===== src/rtl/mem_stage_pkg.sv =====
// Shared definitions for the memory-access stage: bus widths, stall
// encoding, load opcodes and the layout of the EX->MEM bus.
package mem_stage_pkg;

    localparam int EX_TO_MEM_WD = 151;
    localparam int MEM_TO_WB_WD = 137;
    localparam int MEM_TO_ID_WD = 105;
    localparam int StallBus     = 6;
    localparam int STALL_WD     = StallBus;

    // Stall vector bit positions and encoding
    localparam int   STALL_MEM = 3;
    localparam int   STALL_WB  = 4;
    localparam logic Stop      = 1'b1;
    localparam logic NoStop    = 1'b0;

    // Load opcodes carried in ld_type
    localparam logic [5:0] LB  = 6'b100000;
    localparam logic [5:0] LBU = 6'b100100;
    localparam logic [5:0] LH  = 6'b100001;
    localparam logic [5:0] LHU = 6'b100101;
    localparam logic [5:0] LW  = 6'b100011;

    // EX->MEM bus layout, MSB first
    typedef struct packed {
        logic [1:0]  addr_lo;
        logic [63:0] hl_wdata;
        logic [1:0]  hl_waddr;
        logic        hl_we;
        logic [5:0]  ld_type;
        logic [31:0] pc;
        logic        ram_en;
        logic [3:0]  ram_wen;
        logic        sel_rf_res;
        logic        rf_we;
        logic [4:0]  rf_waddr;
        logic [31:0] ex_result;
    } ex_to_mem_t;

endpackage


===== src/rtl/mem_stage_load_align.sv =====
// Load data alignment: picks the addressed byte/half of the SRAM word and
// sign- or zero-extends it according to the load opcode.
module load_align
    import mem_stage_pkg::*;
(
    input  logic [31:0] rdata,
    input  logic [1:0]  addr_lo,
    input  logic [5:0]  ld_type,
    output logic [31:0] result
);

    logic [7:0]  byte_lane [4];
    logic [7:0]  sel_byte;
    logic [15:0] sel_half;

    genvar gi;
    generate
        for (gi = 0; gi < 4; gi++) begin : g_lane
            assign byte_lane[gi] = rdata[8*gi +: 8];
        end
    endgenerate

    assign sel_byte = byte_lane[addr_lo];
    // Halves ignore addr_lo[0]: misaligned halves read the aligned half
    assign sel_half = addr_lo[1] ? rdata[31:16] : rdata[15:0];

    // Extend the selected lane; unknown opcodes return the whole word
    always_comb begin
        result = rdata;
        case (ld_type)
            LB:      result = {{24{sel_byte[7]}}, sel_byte};
            LBU:     result = {24'd0, sel_byte};
            LH:      result = {{16{sel_half[15]}}, sel_half};
            LHU:     result = {16'd0, sel_half};
            LW:      result = rdata;
            default: result = rdata;
        endcase
    end

endmodule


===== src/rtl/mem_stage.sv =====
// Memory-access pipeline stage: registers the EX->MEM bus under stall
// control, freezes SRAM read data across MEM stalls and builds the
// MEM->WB and MEM->ID forwarding buses.
module mem_stage
    import mem_stage_pkg::*;
(
    input  logic                    clk,
    input  logic                    rst,
    input  logic [STALL_WD-1:0]     stall,
    input  logic [EX_TO_MEM_WD-1:0] ex_to_mem_bus,
    input  logic [31:0]             data_sram_rdata,
    output logic [MEM_TO_WB_WD-1:0] mem_to_wb_bus,
    output logic [MEM_TO_ID_WD-1:0] mem_to_id_bus
);

    ex_to_mem_t  mem_reg;
    logic [31:0] rdata_hold;
    logic        hold_valid;
    logic [31:0] rdata_eff;
    logic [31:0] aligned_data;
    logic [31:0] rf_wdata;
    logic        is_load;
    logic        unused_stall;

    // Only the MEM and WB stall bits matter to this stage
    assign unused_stall = ^{stall[5], stall[2:0]};

    // Stage register plus read-data freeze: the SRAM only presents data in
    // the first MEM cycle, so a stalled load snapshots it on the first
    // stalled edge and keeps using that copy until it leaves the stage.
    always_ff @(posedge clk) begin
        if (rst) begin
            mem_reg    <= '0;
            rdata_hold <= '0;
            hold_valid <= 1'b0;
        end else if (stall[STALL_MEM] == Stop && stall[STALL_WB] == NoStop) begin
            mem_reg    <= '0;
            hold_valid <= 1'b0;
        end else if (stall[STALL_MEM] == NoStop) begin
            mem_reg    <= ex_to_mem_t'(ex_to_mem_bus);
            hold_valid <= 1'b0;
        end else if (!hold_valid) begin
            rdata_hold <= data_sram_rdata;
            hold_valid <= 1'b1;
        end
    end

    assign rdata_eff = hold_valid ? rdata_hold : data_sram_rdata;

    load_align u_load_align (
        .rdata   (rdata_eff),
        .addr_lo (mem_reg.addr_lo),
        .ld_type (mem_reg.ld_type),
        .result  (aligned_data)
    );

    // Stores and ALU ops write back the EX result; only true loads use SRAM data
    assign is_load  = mem_reg.ram_en && (mem_reg.ram_wen == 4'd0) && mem_reg.sel_rf_res;
    assign rf_wdata = is_load ? aligned_data : mem_reg.ex_result;

    assign mem_to_wb_bus = {mem_reg.hl_wdata, mem_reg.hl_waddr, mem_reg.hl_we,
                            mem_reg.pc, mem_reg.rf_we, mem_reg.rf_waddr, rf_wdata};

    assign mem_to_id_bus = {mem_reg.hl_wdata, mem_reg.hl_waddr, mem_reg.hl_we,
                            mem_reg.rf_we, mem_reg.rf_waddr, rf_wdata};

endmodule


===== config.mk =====
export PLATFORM = sky130hd
export DESIGN_NAME = mem_stage
export DESIGN_NICKNAME = d
export VERILOG_FILES = /design/src/rtl/mem_stage_pkg.sv /design/src/rtl/mem_stage_load_align.sv /design/src/rtl/mem_stage.sv
export SDC_FILE = /design/constraint.sdc
export NUM_CORES = 1
export LEC_CHECK = 0
export ABC_AREA = 1
export BUFFER_PORTS_ARGS = -buffer_cell sky130_fd_sc_hd__buf_2
export CORE_AREA = 2 2 167 169
export DETAILED_ROUTE_END_ITERATION = 10
export DIE_AREA = 0 0 169 171
export SLEW_MARGIN = 20
export SYNTH_ARGS = -nofsm -noshare
export SYNTH_HDL_FRONTEND = slang
export SYNTH_HIERARCHICAL = 1
export SYNTH_SLANG_ARGS = --single-unit

===== constraint.sdc =====
create_clock -name clk -period 4.2 [get_ports clk]
set_clock_uncertainty 0.15 [all_clocks]
set_input_delay 0.21 -clock clk [delete_from_list [all_inputs] [get_ports clk]]
set_output_delay 0.21 -clock clk [all_outputs]
set_load 0.01 [all_outputs]

==> results.toml, run 1 <==
[place]
place.gp.congestion = 0.8393
dp_hpwl_um = 22600
port_buffers = 428

[worst_hold_path]
hp-class = "in -> reg"

[sta]
tightest_slew_ns = 1.042
rsz0062_at_grt = "false"
max_freq_mhz = 301.9
final.min_clock_period_ns = 3.312
setup_violations = 0
max-slew-margin-rel_pct = 30.43
final_max_slew_viol_count = 0
hold_viol_final = 0
finalSetupTns_ns = 0
fin_crit_sh_pct = 78.85

[clocking]
cts_tree = "done"
clock_path_buffers = 2
numCtsBuffers = 17
clk_latency_ns = 0.43
cts_htree_levels = 4
root_buffer = "clkbuf_16"
clk_pin_slew_worst_paths_ns = 0.08
numClockSinks = 184

[logic_synthesis]
yosys_warnings = 6
yosysMostFrequentCell = "nand2_1"
synth_seq_cells = 184
synth_top_area_cell = "dfxtp_1"
synth_common_cells = "531 x nand2_1, 222 x buf_4, 190 x a21oi_1"
ys_types = 26
synth_edf_count = 0
avgSynthCellArea_sq_um = 6.795
syn_inst = 1466
synth_area_sq_um = 9961
synth_area_leaders = "dfxtp_1 37%, nand2_1 20%, buf_4 17%"
synthFlopType = "dfxtp_1"
async_flop_share_pct = 0
ys_seq_area_share_pct = 36.98
synth_top_area_share_pct = 36.98
synth_nets = 1657

[run]
drv_cap = 0

[final_layout]
nNetsFinal = 1998
layout-drive-gt1-share_pct = 27.86
largest_reg_flops = 73
regArea_sq_um = 3684
fin_util_pct = 47.72
multi_input_area_sq_um = 3945
fillCellCount = 2741
area_growth_syn_to_layout_pct = 30.91

[worst_setup_path]
startpoint_type = "register"
rrSetupSlack_ns = 2.43
crit_path_max_fanout = 24
critical_path_arrival_ns = 2.95
worstPathRequired_ns = 3.84
end_kind = "output port"
crit_type = "reg -> out"

[grt]
grt_max_degree = 84
grt_use_met1_pct = 26.36
grtUsageMet2_pct = 38.60
grt_pass1_vias = 9140
antenna_found_initial = 1
grt_first_pass_wirelength_um = 49380
gr-usage-met3_pct = 3.701
gr-total-overflow = 0
grtUsageTotal_pct = 21.49
top_usage_layer = "met2"

[floorplan]
start_util_pct = 36.45
num_io_pins = 433
fp-row-count = 61
dieArea_sq_um = 28900
die_h_um = 171
core_sq_um = 27320
dieWidth_um = 169

[detailed_routing]
wl_per_cell_um = 15.33
drt_pass1_iterations = 7
viasPerCell = 4.657
vias = 10090
drcViolationCount = 0
postRouteAntennaNets = 0
wl_um = 33230
initialDrtViolationCount = 771

[pwr]
ir_worst_vdd_uv = 189.8
power_density_nw_per_um2 = 337.9
leakage_nw = 6.646

[run_status]
status = "complete, no violations"
what timing repair did:
item                                   4_1_cts  5_1_grt
resized for setup                            0        0
buffers inserted                             0        0
hold buffers                               178        0
endpoints found under the hold margin      178        0
cell type report:
type	count	area share (%)
antenna	1	0.01919
clock buffer	18	3.291
clock inverter	14	1.362
inverter	86	2.495
multi-input combinational	898	30.25
sequential	184	28.25
tap	346	3.320
timing repair buffer	620	31.01
worst max-delay path: stages, from the launching register on:
cell,delay (ns)
dfxtp_1,0.74
o21ai_0,0.25
inv_1,0.17
nand2_1,0.07
nand3_1,0.13
nand3_2,0.46
nand3_1,0.24
nand3_1,0.13
nand2_1,0.18
buf_2,0.15
cells by family after synthesis:
kind of cell    share of synthesized area (%)
simple gates                            27.84
buf+inv                                 23.59
compound gates                          11.59
flops                                   36.98
metal layers:
| layer | part of all wire [%] | vias up |
|---|---|---|
| li1 | - | 5078 |
| met1 | 42 | 4625 |
| met2 | 50 | 353 |
| met5 | 0 | - |
| met4 | 2.1 | 0 |
| met3 | 5.4 | 36 |
power breakdown:
part | internal, mW | leakage (nW) | switching, mW
Combinational | 0.368 | 4.84 | 0.461
Clock | 0.863 | 0.294 | 0.829
Sequential | 1.83 | 1.51 | 0.0514
per-stage QoR:
step / hold WS [ns] / instances / area [sq um] / setup slack [ns] / power (mW)
2_1_floorplan: 0.1324 / 1466 / 9961 / 2.033 / 2.440
3_3_place_gp: 0.2591 / 1956 / 10640 / 1.422 / 2.606
3_5_place_dp: 0.2610 / 1956 / 10640 / 1.367 / 2.615
4_1_cts: 0.001781 / 2166 / 13030 / 0.8912 / 4.448
5_1_grt: 0.02039 / 2167 / 13040 / 0.6217 / 4.612
6_report: 0.002228 / 2167 / 13040 / 0.8882 / 4.406
layout by cell type (no fill, tap or decap), types with 2 or more instances in the layout:
| cell | n |
|---|---|
| inv_1 | 81 |
| nor2_1 | 6 |
| nand4_1 | 16 |
| nand3_1 | 81 |
| or2_0 | 3 |
| inv_6 | 3 |
| inv_8 | 5 |
| dlygate4sd3_1 | 178 |
| clkbuf_16 | 17 |
| clkinv_8 | 3 |
| o21ai_0 | 37 |
| nand3_2 | 4 |
| a21oi_1 | 190 |
| o21ai_1 | 2 |
| nor2_4 | 3 |
| buf_2 | 427 |
| nand2_1 | 531 |
| buf_4 | 14 |
| inv_2 | 3 |
| or2_1 | 2 |
| or2_2 | 16 |
| dfxtp_1 | 184 |
| nor2_2 | 3 |
final timing paths:
kind / depth (start not counted) / start / to
worst min-delay path: 3 / data_sram_rdata[4] / rdata_hold[4]
worst max register to register: 4 / hold_valid / rdata_hold[21]
worst max-delay path: 9 / hold_valid / mem_to_id_bus[25]
worst min register to register: 2 / mem_to_wb_bus[59] / mem_to_wb_bus[59]
(Power assumes the default switching activity.)
==> inputs of run 2 (changes only) <==
- CORE_AREA: 2 2 167 169 -> 2 2 170 172
- DIE_AREA: 0 0 169 171 -> 0 0 172 174
- clock period: 4.2 -> 3.4 ns (I/O delays scaled with it)
==> results.toml, run 2 (synthesis results as in run 1) <==
[worst_setup_path]
slowest_stage = "dfxtp_1"
critical_path.top_delay_family = "buffers and inverters"
crit_path_max_fanout = 38
path_common_cell = "nand2_1"
reg2reg_depth = 4
crit_buf_inv = 3
critical_path_arrival_ns = 2.74
end_kind = "output port"
worstSetupPathDepth = 10
startpoint_type = "register"
crit_type = "reg -> out"
worstPathRequired_ns = 3.08
path_cells = "buf_4 -> o21ai_0 -> inv_1 -> nand2_1 -> nand2_1 -> nand4_1 -> nand4_1 -> nand3_1 -> nand2_1 -> buf_2"
critPathMaxStageDelay_ns = 0.64

[detailed_routing]
wl_per_cell_um = 16.07
initialDrtViolationCount = 674
viasPerCell = 4.590
drcViolationCount = 0
drt_pass1_iterations = 5
vias = 10160
postRouteAntennaNets = 0
wl_um = 35570

[clocking]
numClockSinks = 184
cts_tree = "done"
numCtsBuffers = 17
root_buffer = "clkbuf_16"
clk_pin_slew_worst_paths_ns = 0.07
clock_path_buffers = 2
clk_latency_ns = 0.43
cts_htree_levels = 4

[sta]
max-slew-margin-rel_pct = 32.02
tightest_slew_ns = 1.020
setup_violations = 0
final.min_clock_period_ns = 3.061
hold_viol_final = 0
final_max_slew_viol_count = 0
rsz0062_at_grt = "false"
finalSetupTns_ns = 0
max_freq_mhz = 326.6
fin_crit_sh_pct = 90.04

[grt]
grt_first_pass_wirelength_um = 52320
antenna_found_initial = 3
gr-total-overflow = 0
grt_max_degree = 106
grtUsageTotal_pct = 22.52
grt_pass1_vias = 9473

[pwr]
leakage_nw = 6.670
power_density_nw_per_um2 = 410.4
seqPwrFrac_pct = 43.2
sw_frac_of_total_pct = 30.15
power.share.combinational_pct = 19.3
power_switching_mw = 1.626
p_int_mw = 3.767
ir_worst_vdd_uv = 259.9
clockPowerShare_pct = 37.5

[run]
drv_cap = 0

[floorplan]
dieArea_sq_um = 29930
num_io_pins = 433
core_sq_um = 28240
fp-row-count = 62
start_util_pct = 35.28
die_h_um = 174
dieWidth_um = 172

[worst_hold_path]
hp-class = "in -> reg"
min_path_cells = 3

[final_layout]
area_growth_syn_to_layout_pct = 31.93
fillCellCount = 2871
final_common_cell = "nand2_1"
multi_input_area_sq_um = 3948
final_cell_mix = "531 x nand2_1, 427 x buf_2, 190 x a21oi_1"
layout-drive-gt1-share_pct = 27.93
nNetsFinal = 2004
largest_reg_flops = 73
fin_area_sq_um = 13140
regArea_sq_um = 3684

[place]
postPlaceCellArea_sq_um = 10700
dp_hpwl_um = 24450
port_buffers = 428
place.gp.congestion = 0.8927

[run_status]
status = "complete, no violations"
## run 2: area by class of cell
cell class,count,share of cell area [%]
Antenna cell,3,0.05713
Inverter,86,2.475
Timing Repair Buffer,626,31.34
Clock buffer,17,3.237
Clock inverter,15,1.162
Tap cell,384,3.656
Sequential cell,184,28.03
Multi-Input combinational cell,898,30.04
## run 2: power by group through the flow
stage                     registers [mW]  logic, mW  clock network, mW
final                               2.33       1.04               2.02
after global routing                2.34       1.15               2.17
after CTS                           2.33       1.04               2.09
after detailed placement            2.38      0.865                  0
after global placement              2.37      0.857                  0
after floorplan                     2.36      0.653                  0
## run 2: worst min-delay path, stage by stage
cell	delay, ns
buf_2	0.07
o21ai_0	0.16
a21oi_1	0.17
## run 2: through the flow
stage / instances / total power [mW] / worst slack [ns] / utilization (%) / hold slack, ns
floorplan: 1466 / 3.014 / 1.273 / - / 0.09238
global placement: 1995 / 3.231 / 0.6792 / 37.89 / 0.2424
detailed placement: 1995 / 3.243 / 0.6765 / 37.89 / 0.2490
CTS: 2209 / 5.452 / 0.1888 / 46.39 / 0.01256
global route: 2213 / 5.656 / 0.02444 / 46.54 / 0.02304
finish: 2213 / 5.393 / 0.3386 / 46.54 / 0.03985
## run 2: metal layers
| metal | global-route usage [%] | wire length [um] | vias to the layer above | part of all wire (%) |
|---|---|---|---|---|
| met2 | 40.73 | 17920 | 356 | 50 |
| met4 | 6.723 | 772 | 0 | 2.2 |
| li1 | - | - | 5096 | - |
| met3 | 4.941 | 2380 | 37 | 6.7 |
| met1 | 26.33 | 14500 | 4669 | 41 |
| met5 | 0 | 0 | - | 0 |
## run 2: timing repair
action                                  4_1_cts  5_1_grt
setup buffers                                 0        0
endpoints found under the hold margin       182        0
gates resized for setup                       0        1
hold buffers                                182        0
endpoints found under the setup margin        0       15
## run 2: worst paths after layout
| path | endpoint | start | slack, ns |
|---|---|---|---|
| min | rdata_hold[27] | data_sram_rdata[27] | 0.04 |
| max | mem_to_id_bus[12] | hold_valid | 0.34 |
| min reg2reg | mem_to_wb_bus[69] | mem_to_wb_bus[69] | 0.31 |
| max reg2reg | rdata_hold[9] | hold_valid | 1.71 |
==> inputs of run 3 (changes only) <==
- CORE_AREA: 2 2 170 172 -> 2 2 168 170
- DIE_AREA: 0 0 172 174 -> 0 0 170 172
- SYNTH_HIERARCHICAL: 1 -> not set
==> results.toml, run 3 <==
[grt]
grt_max_degree = 152
grt_pass1_vias = 8658
grtUsageTotal_pct = 20.20
antenna_found_initial = 5
grt_first_pass_wirelength_um = 46390
gr-total-overflow = 0

[detailed_routing]
wl_per_cell_um = 14.98
postRouteAntennaNets = 0
drt_pass1_iterations = 6
wl_um = 31470
viasPerCell = 4.603
vias = 9670
initialDrtViolationCount = 556
drcViolationCount = 0

[clocking]
cts_htree_levels = 4
post_cts_buffers = 0
numCtsBuffers = 17
cts_tree = "done"
root_buffer = "clkbuf_16"
clk_latency_ns = 0.42
clock_path_buffers = 2
clk_pin_slew_worst_paths_ns = 0.07
numClockSinks = 184
cts_resized = 0

[worst_setup_path]
critPathMaxStageDelay_ns = 0.69
crit_type = "reg -> out"
critical_path_arrival_ns = 2.77
path_cells = "buf_4 -> buf_4 -> o21ai_1 -> or2_2 -> a21oi_1 -> nor2_1 -> nor2_1 -> buf_2"
worstPathRequired_ns = 3.08
crit_path_max_fanout = 26
slowest_stage = "dfxtp_1"
end_kind = "output port"
startpoint_type = "register"

[final_layout]
area_growth_syn_to_layout_pct = 31.74
largest_reg_flops = 73
final_cell_mix = "458 x nand2_1, 427 x buf_2, 205 x a21oi_1"
nNetsFinal = 1929
layout-drive-gt1-share_pct = 29.81
final_common_cell = "nand2_1"

[pwr]
leakage_nw = 6.356
seqPwrFrac_pct = 44.5
power.share.combinational_pct = 17.6
power_density_nw_per_um2 = 411.3
sw_frac_of_total_pct = 29.65
ir_worst_vdd_uv = 289.4
p_int_mw = 3.687
power_switching_mw = 1.554
clockPowerShare_pct = 37.8

[logic_synthesis]
synth_seq_cells = 184
synth_top_area_cell = "dfxtp_1"
ys_types = 29
synth_edf_count = 0
synth_common_cells = "458 x nand2_1, 224 x buf_4, 205 x a21oi_1"
synth_nets = 1588
async_flop_share_pct = 0
yosysMostFrequentCell = "nand2_1"
yosys_warnings = 0
ys_seq_area_share_pct = 38.08
avgSynthCellArea_sq_um = 6.924
synth_area_sq_um = 9673
synth_area_leaders = "dfxtp_1 38%, nand2_1 18%, buf_4 17%"
syn_inst = 1397
synthFlopType = "dfxtp_1"
synth_top_area_share_pct = 38.08

[sta]
max_freq_mhz = 323.6
finalSetupTns_ns = 0
final.min_clock_period_ns = 3.090
setup_ws_ns = 0.3099
max-slew-margin-rel_pct = 44.03
fin_crit_sh_pct = 90.89
rsz0062_at_grt = "false"
tightest_slew_ns = 0.8396
setup_violations = 0
final_max_slew_viol_count = 0
hold_viol_final = 0

[floorplan]
num_io_pins = 433
core_sq_um = 27480
dieArea_sq_um = 29240
fp-row-count = 61
dieWidth_um = 170
start_util_pct = 35.20
die_h_um = 172

[place]
dp_hpwl_um = 20850
place.gp.congestion = 0.8585
place_ws_ns = 0.8051
port_buffers = 428

[run_status]
status = "complete, no violations"

[worst_hold_path]
hp-class = "in -> reg"

[run]
drv_cap = 0
[run 3: critical path, delay by kind of cell, from the launching register on]
| kind | cells | cell delay (ns) |
|---|---|---|
| flip-flops | 1 | 0.69 |
| AND/OR/NAND/NOR | 3 | 0.59 |
| AO/OA/AOI/OAI | 2 | 0.28 |
| buffers and inverters | 3 | 0.78 |
[run 3: cell type report]
cell class | count | area [sq um]
diodes | 4 | 10.01
fillers | 2777 | 14730
repair buffers | 613 | 3999
flip-flops and latches | 184 | 3684
inverters | 61 | 234.0
well taps | 346 | 432.9
multi-input cells | 861 | 3809
clock buffers | 19 | 442.9
clock inverters | 13 | 132.6
[run 3: stage by stage]
step | total power, mW | cells | hold WS, ns | cell area [sq um] | util (%)
floorplan | 2.946 | 1397 | 0.09238 | 9673 | -
global placement | 3.132 | 1894 | 0.2122 | 10450 | 38.02
detailed placement | 3.140 | 1894 | 0.2124 | 10450 | 38.02
CTS | 5.291 | 2097 | 0.0001743 | 12730 | 46.34
global route | 5.489 | 2098 | 0.04702 | 12740 | 46.35
finish | 5.242 | 2101 | 0.02847 | 12740 | 46.38
[run 3: final timing paths]
path                       start                to  slack [ns]  cells after the start
max                   hold_valid  mem_to_wb_bus[0]        0.31                      8
min          data_sram_rdata[11]    rdata_hold[11]        0.03                      5
max reg2reg           hold_valid    rdata_hold[30]        1.50                      5
min reg2reg           mem_reg[1]        mem_reg[1]        0.31                      2
[run 3: repair_timing]
item	4_1_cts	5_1_grt
endpoints found under the setup margin	0	0
hold buffers	171	0
endpoints found under the hold margin	170	0
[run 3: logic make-up (layout without fill, tap and decap cells)]
| family | Yosys count | after routing | synth area share [%] |
|---|---|---|---|
| AND/OR/NAND/NOR | 582 | 582 | 24.46 |
| AO/OA/AOI/OAI | 279 | 279 | 14.80 |
| buffers and inverters | 352 | 706 | 22.66 |
| other | 0 | 4 | 0 |
| flip-flops | 184 | 184 | 38.08 |
[run 3: power by group through the flow]
stage | clock network (mW) | logic (mW) | registers, mW
finish | 1.98 | 0.925 | 2.33
global route | 2.13 | 1.02 | 2.35
CTS | 2.04 | 0.920 | 2.33
detailed placement | 0 | 0.759 | 2.38
global placement | 0 | 0.754 | 2.38
floorplan | 0 | 0.585 | 2.36
[run 3: per-layer routing]
layer | part of all wire (%) | track usage, % | vias to the layer above
met3 | 5.4 | 4.074 | 33
li1 | - | - | 4895
met5 | 0 | 0 | -
met4 | 1.8 | 5.871 | 0
met2 | 48 | 33.72 | 316
met1 | 45 | 26.50 | 4426
